### src/rtl/fetch_stage.sv
// Instruction fetch stage: PC register, redirect selection and an I-cache miss FSM
// that can abandon or defer redirects while a miss is outstanding.
module fetch_stage #(
    parameter logic [31:0] RESET_PC = 32'h0000_0000,
    parameter int unsigned CNT_W    = 16
) (
    input  logic             clk,
    input  logic             reset,
    input  logic             StallF,
    input  logic             PCSrcD,
    input  logic             JumpD,
    input  logic             JumpRegD,
    input  logic [31:0]      BranchTargetD,
    input  logic [31:0]      JumpTargetD,
    input  logic [31:0]      JumpRegTargetD,
    input  logic             Ihit,
    input  logic [31:0]      imem_rdata,
    output logic             imem_req,
    output logic [31:0]      imem_addr,
    output logic [31:0]      PCF,
    output logic [31:0]      PCPlus4F,
    output logic [31:0]      InstrF,
    output logic             ValidF,
    output logic             FetchBusy,
    output logic [CNT_W-1:0] MissCount
);

    typedef enum logic [1:0] {StRun, StMiss, StDiscard} state_e;

    state_e             r_state;
    logic [31:0]        r_pc;
    logic [31:0]        r_redir;
    logic [CNT_W-1:0]   r_miss_cnt;

    logic               w_redir_valid;
    logic [31:0]        w_redir_tgt;
    logic [31:0]        w_pc_plus4;
    logic [31:0]        w_pc_seq;
    logic               w_valid;

    // A stalled fetch cannot accept a redirect; decode will present it again.
    assign w_redir_valid = !StallF && (JumpRegD || JumpD || PCSrcD);
    assign w_pc_plus4    = r_pc + 32'd4;
    assign w_pc_seq      = StallF ? r_pc : w_pc_plus4;

    always_comb begin
        w_redir_tgt = BranchTargetD;
        if (JumpRegD) begin
            w_redir_tgt = JumpRegTargetD;
        end else if (JumpD) begin
            w_redir_tgt = JumpTargetD;
        end
    end

    // A hit in MISS alongside a redirect returns a word from the wrong path.
    assign w_valid = !reset && Ihit &&
                     ((r_state == StRun) || (r_state == StMiss && !w_redir_valid));

    assign imem_req  = !reset;
    assign imem_addr = r_pc;
    assign PCF       = r_pc;
    assign PCPlus4F  = w_pc_plus4;
    assign ValidF    = w_valid;
    assign InstrF    = w_valid ? imem_rdata : 32'h0;
    assign FetchBusy = !reset && (r_state != StRun);
    assign MissCount = r_miss_cnt;

    always_ff @(posedge clk) begin
        if (reset) begin
            r_state    <= StRun;
            r_pc       <= RESET_PC;
            r_redir    <= 32'h0;
            r_miss_cnt <= '0;
        end else begin
            unique case (r_state)
                StRun: begin
                    if (w_redir_valid) begin
                        r_pc <= w_redir_tgt;
                    end else if (Ihit) begin
                        r_pc <= w_pc_seq;
                    end else begin
                        r_state <= StMiss;
                        if (r_miss_cnt != '1) begin
                            r_miss_cnt <= r_miss_cnt + CNT_W'(1);
                        end
                    end
                end
                StMiss: begin
                    if (w_redir_valid) begin
                        if (Ihit) begin
                            r_pc    <= w_redir_tgt;
                            r_state <= StRun;
                        end else begin
                            r_redir <= w_redir_tgt;
                            r_state <= StDiscard;
                        end
                    end else if (Ihit) begin
                        r_pc    <= w_pc_seq;
                        r_state <= StRun;
                    end
                end
                StDiscard: begin
                    if (Ihit) begin
                        r_pc    <= w_redir_valid ? w_redir_tgt : r_redir;
                        r_state <= StRun;
                    end else if (w_redir_valid) begin
                        r_redir <= w_redir_tgt;
                    end
                end
                default: begin
                    r_state <= StRun;
                end
            endcase
        end
    end

endmodule

### config.mk
export PLATFORM = sky130hd
export DESIGN_NAME = fetch_stage
export DESIGN_NICKNAME = d
export VERILOG_FILES = /design/src/rtl/fetch_stage.sv
export SDC_FILE = /design/constraint.sdc
export NUM_CORES = 1
export LEC_CHECK = 0
export ABC_AREA = 1
export ABC_CLOCK_PERIOD_IN_PS = 1600
export BUFFER_PORTS_ARGS = -buffer_cell sky130_fd_sc_hd__buf_2
export CORE_MARGIN = 5
export CORE_UTILIZATION = 44
export DETAILED_ROUTE_END_ITERATION = 16
export HOLD_SLACK_MARGIN = 0.05
export PLACE_DENSITY = 0.78
export SYNTH_ARGS = -nofsm -noshare
export SYNTH_HDL_FRONTEND = slang
export SYNTH_SLANG_ARGS = --single-unit
### constraint.sdc
create_clock -name clk -period 1.6 [get_ports clk]
set_input_delay 0.32 -clock clk [delete_from_list [all_inputs] [get_ports clk]]
set_output_delay 0.32 -clock clk [all_outputs]
set_load 0.1 [all_outputs]
==> reports/results.txt <==
CTS root buf: clkbuf_16
Area Growth Syn to Fin: 92.3%
Drt via density: 6.05
Crit path max-delay family: simple AND/OR/NAND/NOR gates
CTS tree: built
EDFF count, synth: 0
Startpoint types: register
Reg2Reg Setup Slack: -0.44 ns
Worst Path Max Fanout: 4
Min-delay src: reset
Clock Latency Late Sink: 0.36 ns
Most used DFF post-synth: dfxtp_1
Post-synth ARST share: 0%
Fin. max-slew vios: 0
Fillers: 666
Worst Setup End Kind: primary output
DR DRC count: 0
Skew final: 0.00981 ns
Largest family of logic cells by synthesized area: simple AND/OR/NAND/NOR gates
Clk sinks: 82
Total grt overflow: 0
Placed inst area: 0.0103 mm^2
Starting Density: 44.9%
Bufs and invs on worst path: 2
Internal power: 4.82 mW
Core Util, Final: 86.4%
Leak Pwr: 5.60 nW
Vias in the first global route: 8,217
Adder-cell share of the synthesized area: 0.400%
Compound-Gate Fraction of Synth Area: 18.4%
Combinational power share: 51.4%
CTS H-tree lvls: 3
Area leader, netlist: dfxtp_1
Die ar.: 0.0167 mm^2
Core Box Area: 0.0139 mm^2
Largest net degree at the start of global routing: 73
Clk pwr share: 23.8%
Sw frac: 47.9%
CP max-delay cell: dfxtp_4
Max_slew headroom: 65.5%
Proportion of layout cells with a drive suffix above 1: 50.5%
Tcrit/Tclk final: 145%
Fin Hold WS: 0.353 ns
Synthesized area: 0.00626 mm^2
Minimum period implied by the final worst setup slack: 2.32 ns
Ant. Diodes: 0
Avg Cell Area, Syn: 5.68 um^2
Synth Warn #: 0
Hold Buf Count CTS: 0
Synth area leaders: dfxtp_1, nand2_1, a21oi_1, nor2_1, o21ai_0
Die span in x: 129 um
CP cell instances: nand2_1, nor2_1, nand2_4, nor2_4, buf_6, xor2_4, buf_12
Routed wire length: 36,100 um
Max Cap Viol: 0
Critical Path RT: 1.28 ns
Status: finished with violations
Power Density: 770 mW/mm^2
Final setup fails: 138
Inst Count DP: 1,579
Placer Congestion: 0.924
Distinct cells, synth: 34
Setup WS post-layout: -0.725 ns
Register area share after synthesis: 26.2%
Final Non-Filler Cells: 1,654
Hold-critical path depth: 3
Total Nets Final: 1,606
Die height: 129 um
Measured slew at the worst slew-check pin: 0.521 ns
Failing checks: setup timing
Detailed placement HPWL: 18,400 um
Net Count, Synth: 1,238
Hold WC Path Type: in -> reg
WP data arrival: 2.00 ns
Critical R2R Launch: r_state[1]
Via count: 10.0k
Final Hold Vio Count: 0
Xor/xnor cell area share of the yosys netlist: 2.80%
Initial DRC count: 1,370
Max incr delay on CP: 0.37 ns
RSZ-0062 raised after global routing: yes
Total CTS buffers: 9
Critical path class: reg -> out
First-pass GRT wire length: 40,300 um
Reg-to-reg endpoint: PCF[12]
Synth Area in Simple Gates: 38.7%
Top cell type's share of synthesized area: 26.2%
Setup slack at placement: -0.371 ns
Flop pwr share: 24.8%
Total track usage: 30.0%
Peak supply drop: 0.000581 V
Gate Count Post-Synth: 1,101
Max Root-Sink Buffers: 2
Initial antenna violation count: 1
Maximum clock frequency: 430 MHz
R2R depth: 13
Fin area: 0.0120 mm^2
NetSw: 4.44 mW
Wirelength per Cell: 21.8 um
DRT Pass-1 Iters: 6
Worst Hold End: MissCount[7]
Site Rows: 43
Antenna-violating nets left: 0
Mux cell area share after synthesis: 0%
Yosys reg bits: 82
I/O pin total: 282
Worst-path clk slew: 0.07 ns
Buffers on Ports: 281
## worst register-to-register path: cells and delay by family, from the launching register on
kind / cells / cell delay, ns
flops: 1 / 0.39
simple gates: 4 / 0.52
compound gates: 3 / 0.41
buf+inv: 6 / 0.64
## area by class of cell
class                   instances  area [um^2]  area share [%]
well taps                     180          225            1.87
multi-input cells             844         5110            42.5
inverters                      84          350            2.91
repair buffers                448         4260            35.4
clock inverters                 7         76.3           0.634
flip-flops and latches         82         1790            14.9
clock buffers                   9          225            1.87
## power groups by stage
stage          registers, mW  logic, mW  clock network (mW)
3_3_place_gp            2.29       4.13                   0
4_1_cts                 2.25       4.33                2.17
3_5_place_dp            2.30       4.18                   0
6_report                2.29       4.76                2.21
5_1_grt                 2.30       4.88                2.27
2_1_floorplan           2.88       2.39                   0
## worst max path at each step
stage	start	cells past startpoint	slack [ns]	endpoint
after detailed placement	JumpRegD	12	-0.37	MissCount[3]
after global placement	JumpD	10	-0.32	InstrF[12]
after global routing	PCF[5]	7	-0.77	PCPlus4F[11]
after CTS	PCF[3]	9	-0.67	PCPlus4F[20]
final	PCF[5]	7	-0.72	PCPlus4F[11]
after floorplan	PCF[2]	9	-1.20	PCF[15]
## timing repair
action	CTS	global route
pin swaps	29	69
hold endpoints to repair	0	0
gates cloned	3	17
buffers inserted	20	31
setup endpoints to repair	108	142
gates resized for setup	73	205
## metrics by stage
stage               TNS [ns]  total power [mW]
finish                -52.79              9.26
global route          -57.97              9.45
CTS                   -34.35              8.76
detailed placement    -35.59              6.48
global placement      -30.43              6.42
floorplan             -65.25              5.27
## cell usage in the layout, fill, tap and decap left out, types with 5 or more instances in the layout
cell type	Yosys	routed
clkbuf_16	0	19
nand3_1	24	14
a21oi_2	0	17
nand3b_1	7	7
o21ai_2	1	31
dfxtp_1	82	32
buf_12	0	81
nor2_1	150	95
buf_4	36	131
inv_2	7	5
dfxtp_2	0	15
nor2_4	3	55
nor2_2	10	13
nand2_8	0	7
o211ai_1	5	5
inv_1	76	71
a21oi_1	116	99
o21ai_1	16	18
dfxtp_4	0	35
o21ai_0	60	25
nor3_1	9	5
nand2_1	380	322
buf_2	20	178
a31oi_1	22	20
xor2_4	0	9
nand2_2	2	39
nand2_4	0	15
nand3_2	0	7
buf_6	3	34
clkbuf_4	0	11
## synthesized netlist by cell type (2+ instances only)
| master | number |
|---|---|
| nand3b_1 | 7 |
| nor2_1 | 150 |
| o21ai_1 | 16 |
| clkbuf_1 | 29 |
| a21oi_1 | 116 |
| nand2_2 | 2 |
| nand4_1 | 4 |
| ha_1 | 2 |
| inv_2 | 7 |
| xor2_1 | 13 |
| o211ai_1 | 5 |
| nor3_1 | 9 |
| nor3b_1 | 2 |
| nand3_1 | 24 |
| buf_6 | 3 |
| nor2_2 | 10 |
| a31oi_1 | 22 |
| buf_1 | 4 |
| inv_1 | 76 |
| buf_4 | 36 |
| buf_2 | 20 |
| and2_1 | 5 |
| nand2_1 | 380 |
| o21ai_0 | 60 |
| dfxtp_1 | 82 |
| nor2_4 | 3 |
| xnor2_1 | 7 |
## layer usage
metal / global-route usage, % / vias up / routed length, um / share of wire [%]
li1: - / 4220 / - / -
met1: 36.4 / 4492 / 12000 / 33
met2: 52.8 / 965 / 16900 / 47
met3: 4.66 / 327 / 4240 / 12
met4: 12.2 / 0 / 2860 / 7.9
met5: 0 / - / 0 / 0
## kinds of logic after synthesis
kind of cell / Yosys count
AND/OR/NAND/NOR: 600
AO/OA/AOI/OAI: 221
buffers and inverters: 176
flip-flops: 82
XOR/XNOR: 20
adder cells (fa/ha/maj): 2
## sequential cells by signal, indices dropped and copies added, names as in the netlist
| register | count |
|---|---|
| r_redir | 32 |
| PCF | 32 |
| r_state | 2 |
| MissCount | 16 |
Power figures use the tool's default switching activity.
